File: config.mk
export PLATFORM = sky130hd
export DESIGN_NAME = cpu_control_sequencer
export DESIGN_NICKNAME = d
export VERILOG_FILES = /design/src/rtl/cpu_control_sequencer_pkg.sv /design/src/rtl/cpu_control_sequencer_edge_detect.sv /design/src/rtl/cpu_control_sequencer.sv
export SDC_FILE = /design/constraint.sdc
export NUM_CORES = 1
export LEC_CHECK = 0
export ABC_CLOCK_PERIOD_IN_PS = 2800
export BUFFER_PORTS_ARGS = -buffer_cell sky130_fd_sc_hd__buf_2
export CAP_MARGIN = 15
export CORE_UTILIZATION = 47
export CTS_CLUSTER_SIZE = 12
export DETAILED_ROUTE_END_ITERATION = 8
export PLACE_DENSITY = 0.85
export SYNTH_ARGS = -nofsm -noshare
export SYNTH_HDL_FRONTEND = slang
export SYNTH_SLANG_ARGS = --single-unit
File: constraint.sdc
create_clock -name clk -period 2.8 [get_ports clk]
set_clock_uncertainty 0.05 [all_clocks]
set_input_delay 0.42 -clock clk [delete_from_list [all_inputs] [get_ports clk]]
set_output_delay 0.42 -clock clk [all_outputs]
set_load 0.05 [all_outputs]
File: src/rtl/cpu_control_sequencer_pkg.sv
// Shared state encoding, opcode constants and EXEC strobe decode for the
// CPU control sequencer.
package cpu_ctrl_pkg;

  localparam logic [2:0] ST_IDLE   = 3'd0;
  localparam logic [2:0] ST_FETCH  = 3'd1;
  localparam logic [2:0] ST_DECODE = 3'd2;
  localparam logic [2:0] ST_EXEC   = 3'd3;
  localparam logic [2:0] ST_HALT   = 3'd4;

  localparam logic [3:0] OPC_HALT = 4'd0;
  localparam logic [3:0] OPC_LD   = 4'd1;
  localparam logic [3:0] OPC_ST   = 4'd2;
  localparam logic [3:0] OPC_JMP  = 4'd3;
  localparam logic [3:0] OPC_BRZ  = 4'd4;

  typedef enum logic [2:0] {
    OPK_ALU,
    OPK_LD,
    OPK_ST,
    OPK_JMP,
    OPK_BRZ
  } opk_t;

  typedef struct packed {
    logic adr_sel;
    logic pc_ld;
    logic pc_inc;
    logic ir_ld;
    logic reg_w_en;
    logic s_sel;
    logic mem_w_en;
  } ctrl_t;

  function automatic ctrl_t exec_ctrl(input opk_t kind, input logic z);
    ctrl_t c;
    c = '0;
    case (kind)
      OPK_LD: begin
        c.adr_sel  = 1'b1;
        c.s_sel    = 1'b1;
        c.reg_w_en = 1'b1;
      end
      OPK_ST: begin
        c.adr_sel  = 1'b1;
        c.mem_w_en = 1'b1;
      end
      OPK_JMP: c.pc_ld = 1'b1;
      OPK_BRZ: c.pc_ld = z;
      default: c.reg_w_en = 1'b1;
    endcase
    return c;
  endfunction

endpackage

File: src/rtl/cpu_control_sequencer_edge_detect.sv
// Registered rising-edge detector: one-cycle pulse the clock after din rises.
module edge_detect (
  input  logic clk,
  input  logic reset,
  input  logic din,
  output logic pulse
);

  logic din_q;

  always_ff @(posedge clk) begin
    if (reset) begin
      din_q <= 1'b0;
      pulse <= 1'b0;
    end else begin
      din_q <= din;
      pulse <= din & ~din_q;
    end
  end

endmodule

File: src/rtl/cpu_control_sequencer.sv
// Fetch/decode/execute sequencer with single-step, free-run, PC breakpoint,
// HALT opcode and retired-instruction counter. All outputs are registered.
module cpu_control_sequencer
  import cpu_ctrl_pkg::*;
#(
  parameter int unsigned DATA_W = 16,
  parameter int unsigned ADDR_W = 16,
  parameter int unsigned OPC_W  = 4,
  parameter int unsigned CNT_W  = 16
) (
  input  logic              clk,
  input  logic              reset,
  input  logic              step_req,
  input  logic              run_mode,
  input  logic              bp_en,
  input  logic [ADDR_W-1:0] bp_addr,
  input  logic [ADDR_W-1:0] pc,
  input  logic [DATA_W-1:0] ir,
  input  logic              z_flag,
  output logic              adr_sel,
  output logic              pc_ld,
  output logic              pc_inc,
  output logic              ir_ld,
  output logic              reg_w_en,
  output logic              s_sel,
  output logic              mem_w_en,
  output logic              halted,
  output logic              bp_hit,
  output logic [2:0]        state_dbg,
  output logic [CNT_W-1:0]  instr_cnt
);

  logic             step_pulse;
  logic [2:0]       state_q, state_n;
  ctrl_t            ctrl_q, ctrl_n;
  logic             halted_n, bp_hit_n;
  logic             resume_q, resume_n;
  logic             go, bp_match, is_halt;
  logic [OPC_W-1:0] opc;
  opk_t             opk;
  logic             ir_unused;

  edge_detect u_step_edge (
    .clk   (clk),
    .reset (reset),
    .din   (step_req),
    .pulse (step_pulse)
  );

  assign opc       = ir[DATA_W-1 -: OPC_W];
  assign ir_unused = ^ir[DATA_W-OPC_W-1:0];
  assign go        = run_mode | step_pulse;
  assign bp_match  = bp_en && (pc == bp_addr);
  assign is_halt   = (opc == OPC_W'(OPC_HALT));

  always_comb begin
    opk = OPK_ALU;
    if (opc == OPC_W'(OPC_LD))       opk = OPK_LD;
    else if (opc == OPC_W'(OPC_ST))  opk = OPK_ST;
    else if (opc == OPC_W'(OPC_JMP)) opk = OPK_JMP;
    else if (opc == OPC_W'(OPC_BRZ)) opk = OPK_BRZ;
  end

  always_comb begin
    state_n  = state_q;
    ctrl_n   = '0;
    halted_n = halted;
    bp_hit_n = bp_hit;
    resume_n = resume_q;
    case (state_q)
      ST_IDLE: begin
        if (go) begin
          state_n  = ST_FETCH;
          resume_n = 1'b1;
          bp_hit_n = 1'b0;
        end
      end
      ST_FETCH: begin
        state_n  = ST_DECODE;
        resume_n = 1'b0;
      end
      ST_DECODE: begin
        if (is_halt) begin
          state_n  = ST_HALT;
          halted_n = 1'b1;
        end else begin
          state_n = ST_EXEC;
          ctrl_n  = exec_ctrl(opk, z_flag);
        end
      end
      ST_EXEC: state_n = run_mode ? ST_FETCH : ST_IDLE;
      ST_HALT: state_n = ST_HALT;
      default: state_n = ST_IDLE;
    endcase
    // Every path into FETCH shares the breakpoint gate, so a blocked fetch
    // parks in IDLE without ever raising a fetch strobe.
    if (state_n == ST_FETCH) begin
      if (bp_match && !resume_n) begin
        state_n  = ST_IDLE;
        bp_hit_n = 1'b1;
      end else begin
        ctrl_n.ir_ld  = 1'b1;
        ctrl_n.pc_inc = 1'b1;
      end
    end
  end

  always_ff @(posedge clk) begin
    if (reset) begin
      state_q   <= ST_IDLE;
      ctrl_q    <= '0;
      halted    <= 1'b0;
      bp_hit    <= 1'b0;
      resume_q  <= 1'b0;
      instr_cnt <= '0;
    end else begin
      state_q  <= state_n;
      ctrl_q   <= ctrl_n;
      halted   <= halted_n;
      bp_hit   <= bp_hit_n;
      resume_q <= resume_n;
      if (state_q == ST_EXEC) instr_cnt <= instr_cnt + CNT_W'(1);
    end
  end

  assign adr_sel   = ctrl_q.adr_sel;
  assign pc_ld     = ctrl_q.pc_ld;
  assign pc_inc    = ctrl_q.pc_inc;
  assign ir_ld     = ctrl_q.ir_ld;
  assign reg_w_en  = ctrl_q.reg_w_en;
  assign s_sel     = ctrl_q.s_sel;
  assign mem_w_en  = ctrl_q.mem_w_en;
  assign state_dbg = state_q;

endmodule

==> After elaboration in Yosys (flattened, before gate mapping) <==
Index checks and enable logic that the tools add are counted.
{ "word_totals": {"ff_bits": 31, "out_inout_bits": 28, "wordCells": 67} }
{ "op_classes": {"addsub": 1, "n_eq_ne": 14, "muxes": 25, "bitwise_logic": 4, "reduce_logical": 9} }
{ "op_table": {"columns": ["cell", "count"], "rows": [
  ["2-to-1 mux 3 bit", 9],
  ["adder 16 x 1 -> 16 bit, second input constant", 1],
  ["== test 16 bit", 1],
  ["one-hot mux 3 bit (5 select lines)", 1],
  ["== test 3 x 2 -> 1 bit, second input constant", 4],
  ["2-to-1 mux 1 bit", 10],
  ["== test 3 x 1 -> 1 bit, second input constant", 3],
  ["== test 4 x 2 -> 1 bit, second input constant", 2],
  ["== test 3 bit, second input constant", 2],
  ["OR reduction 3 bit", 2],
  ["2-to-1 mux 5 bit", 1],
  ["== test 4 x 1 -> 1 bit, second input constant", 1],
  ["== test 4 x 3 -> 1 bit, second input constant", 1],
  ["zero test 4 bit", 1],
  ["2-to-1 mux 2 bit", 2],
  ["one-hot mux 1 bit (2 select lines)", 2],
  ["zero test 3 bit", 1],
  ["logical AND 1 bit", 2],
  ["inverter 1 bit", 2],
  ["AND reduction 2 bit", 1],
  ["OR reduction 2 bit", 1],
  ["bitwise AND 1 bit", 1],
  ["zero test 1 bit", 1],
  ["bitwise OR 1 bit", 1]
]} }

==> Logic depth before layout (Yosys ltp) <==
{ "depth": {"word_depth": 12, "depth_mapped": 6, "ltp_nobuf": 6} }

==> Hierarchy <==
From an unflattened synthesis, not the netlist that was laid out.
{ "hier_totals": {"hier_cells": 158, "area_unflattened_um2": 1430.1} }
{ "modules_own_cells": {"columns": ["mod", "n_inst", "cells_per_inst", "area_per_inst_um2", "seq_area_each_um2"], "rows": [
  ["cpu_control_sequencer", 1, 154, 1371.3, 560.5],
  ["edge_detect", 1, 4, 58.8, 40.0]
]} }

==> Worst setup path before layout <==
OpenSTA, ideal clock, no wires.
{ "synth_timing": {"path_kind": "reg2reg", "startpoint": "reg instr_cnt[0]", "endpoint": "reg instr_cnt[8]", "arrival_time_ns": 1.661, "required_time_ns": 2.622, "setup_slack_ns": 0.961, "stages_incl_launch_ff": 7, "synth_period_minus_slack_ns": 1.839, "path_cell_list": "dfxtp_1 ha_1 nand3_1 nor3_1 nand3_1 xor2_1 nor2_1"} }
{ "synth_between": {"elab_chain_len": 1} }
{ "synth_lines": {"columns": ["item", "line", "source"], "rows": [
  ["from (decl)", "cpu_control_sequencer.sv:30", "output logic [CNT_W-1:0] instr_cnt"],
  ["from (signal assigned)", "cpu_control_sequencer.sv:122", "if (state_q == ST_EXEC) instr_cnt <= instr_cnt + CNT_W'(1);"],
  ["adder 16 x 1 -> 16 bit", "cpu_control_sequencer.sv:122", null]
]} }
Every way passes these cells.
A chain may end at the register's enable or synchronous reset.

==> Worst setup path in the final report <==
{ "layout_timing": {"startpoint": "reg state_q[0], in the netlist state_dbg[0]", "endpoint": "out state_dbg[0]"} }
{ "layout_rtl": {"columns": ["item", "line", "source"], "rows": [
  ["from (decl)", "cpu_control_sequencer.sv:34", "logic [2:0] state_q, state_n;"],
  ["from (signal assigned)", "cpu_control_sequencer.sv:117", "state_q <= state_n;"],
  ["to (decl)", "cpu_control_sequencer.sv:29", "output logic [2:0] state_dbg,"]
]} }
No word-level cell between the ends.

==> qor.csv <==
metric,value,unit
outcome,"finished, violations left",
violations,design-rule violations,
synth-xor-area-share,0.189,
drt_first_pass_iters,7,
cts_buffers,5,
ys_warn_count,0,
core_area,2830,µm²
synthTopCellsByArea,"dfxtp_1 42%, xor2_1 12%, nor2_1 7.6%",
synth_seq_area_share,0.418,
die_h,57.3,µm
p_leak,0.000859,µW
yosys_register_bits,30,
critPathKind,flop to output port,
routed_wl,2640,µm
wl_per_cell,10.0,µm
top_register,instr_cnt,
cts_tree,built,
clkLatencyLatePin,0.33,ns
die_width,57.3,µm
power.switching,235,µW
post_synth_and_or_nand_nor_area_fraction,0.288,
syn_area,1440,µm²
synth_top_area_frac,0.418,
synth_top_family_by_area,simple AND/OR/NAND/NOR gates,
io_pins,82,
crit_arrival,1.17,ns
gp_congestion,0.742,
areaGrowthSynthToFinish,28.4,%
io_buffer_count,69,
critPathCaptureType,output port,
cp_cell_sequence,buf_2,
synthCells,162,
cts.clk_slew.worst_paths,0.08,ns
min_path_type,input port to flop,
p_int,613,µW
combPwrFrac,0.182,
cts_buffer_depth,2,
netlist-cell-type-count,36,
critPathMaxStageDelay,0.52,ns
start_kind,flop,
worst-path-max-fanout,10,
vias_per_cell,5.03,
synth_mux_area_frac,0.0139,
irDropWorstVdd,0.187,mV
period_minus_slack,1.64,ns
antenna_left,0,
worstMarginPinSlew,0.425,ns
synth.avg_cell_area,8.87,µm²
finalMaxSlewViolations,0,
startpoint,state_dbg[0],
path_buf_inv,1,
cts_hold_buffers,0,
cts-resized-gates,0,
fillers,254,
p_sw_frac,0.277,
p_clk_frac,0.289,
grt_overflow_total,0,
seqCellArea,601,µm²
clockRootBuffer,clkbuf_4,
setup_violations,0,
synth-compound-area-share,0.0575,
ys.flop_type,dfxtp_1,
drt_iter0_drc,33,
diodes,0,
powerDensity,460,nW/µm²
r2r-start,state_dbg[1],
antenna_found_initial,0,
rows,19,
largest_register_ffs,16,
cts.sinks,30,
hold_path_startpoint,step_req,
drc,8,
rsz0062_at_grt,no,
p_seq_frac,0.529,
initial_utilization,0.508,
hold_viol,0,
synth_edf_count,0,
relSlewSlack,0.717,
grt_pass1_wl,4490,µm
multi_input_area,801,µm²
htree_num_levels,2,
finalSetupTns,0,ns
worst_ep_required_time,2.33,ns
die_area,3280,µm²
synth_top_area_cell,dfxtp_1,
nNetsFinal,288,
cp_top_family,flip-flops,
period_share,0.587,
slowest_stage,dfxtp_1,
async_flop_share,0,
max_freq,609,MHz
dr_total_vias,1322,
max-cap-violations,0,
drive_gt1_frac,0.345,
grt_pass1_vias,1106,
cts_setup_buffers,0,
syn_nets,217,
synthAdderAreaFrac,0.00871,
setup_slack,1.16,ns
grt_max_degree,26,
final_common_cell,buf_2,
gr-usage-all-layers,0.180,
post-place-ws,0.966,ns
dp_hpwl,2110,µm
final_cell_mix,"69 x buf_2, 30 x dfxtp_1, 29 x nor2_1, 19 x xor2_1, 12 x xnor2_1",
-- worst register-to-register path, delay by kind of cell (launching register included) --
family	cells	cell delay (ns)
flip-flops	1	0.43
AO/OA/AOI/OAI	1	0.12
AND/OR/NAND/NOR	4	0.95
-- path summary, 6_finish.rpt --
kind	end	slack, ns	cells past startpoint
max	state_dbg[0]	1.16	1
min	u_step_edge.din_q	0.28	2
max reg2reg	adr_sel	1.20	5
min reg2reg	u_step_edge.pulse	0.35	1
-- layer usage --
layer | share of wire | GRT usage | vias up | wire (µm)
met5 | 0 | 0 | - | 0
li1 | - | - | 684 | -
met1 | 0.43 | 0.204 | 574 | 1140
met4 | 0.014 | 0.0836 | 0 | 37
met3 | 0.076 | 0.0635 | 5 | 200
met2 | 0.48 | 0.304 | 59 | 1260
-- cell usage after synthesis (2+ instances only) --
cell type and n:
a21oi_1 6, and3_1 3, and4_1 2, buf_4 2, clkbuf_1 2, dfxtp_1 30
inv_1 2, mux2i_1 2, nand2_1 4, nand2b_1 4, nand3_1 11, nor2_1 29
nor2b_1 2, nor3_1 7, nor3b_1 3, nor4_1 3, or2_2 2, xnor2_1 12
xor2_1 19
-- layout make-up --
type	count	share of cell area
inverter	2	0.00407
timing repair buffer	69	0.187
sequential	30	0.326
tap	31	0.0210
multi-input combinational	125	0.434
clock buffer	6	0.0278
-- cells by family after synthesis --
kind of cell    after synthesis
simple gates                 78
xor+xnor                     31
flops                        30
compound gates               13
buf+inv                       7
mux                           2
fa+ha+maj                     1
-- power by group through the flow --
stage / logic (µW) / clock network [µW] / registers [µW]
floorplan: 82.9 / 0 / 483
finish: 154 / 245 / 449
detailed placement: 155 / 0 / 459
global route: 169 / 273 / 452
global placement: 154 / 0 / 459
CTS: 156 / 255 / 449
-- through the flow --
step | utilization | power [µW] | hold WS, ns | instances | instance area (µm²)
detailed placement | 0.634 | 615 | 0.334 | 257 | 1790
finish | 0.652 | 849 | 0.280 | 263 | 1840
floorplan | - | 566 | 0.317 | 162 | 1440
CTS | 0.652 | 860 | 0.275 | 263 | 1840
global placement | 0.634 | 613 | 0.323 | 257 | 1790
global route | 0.652 | 894 | 0.296 | 263 | 1840
(Power assumes the default switching activity.)
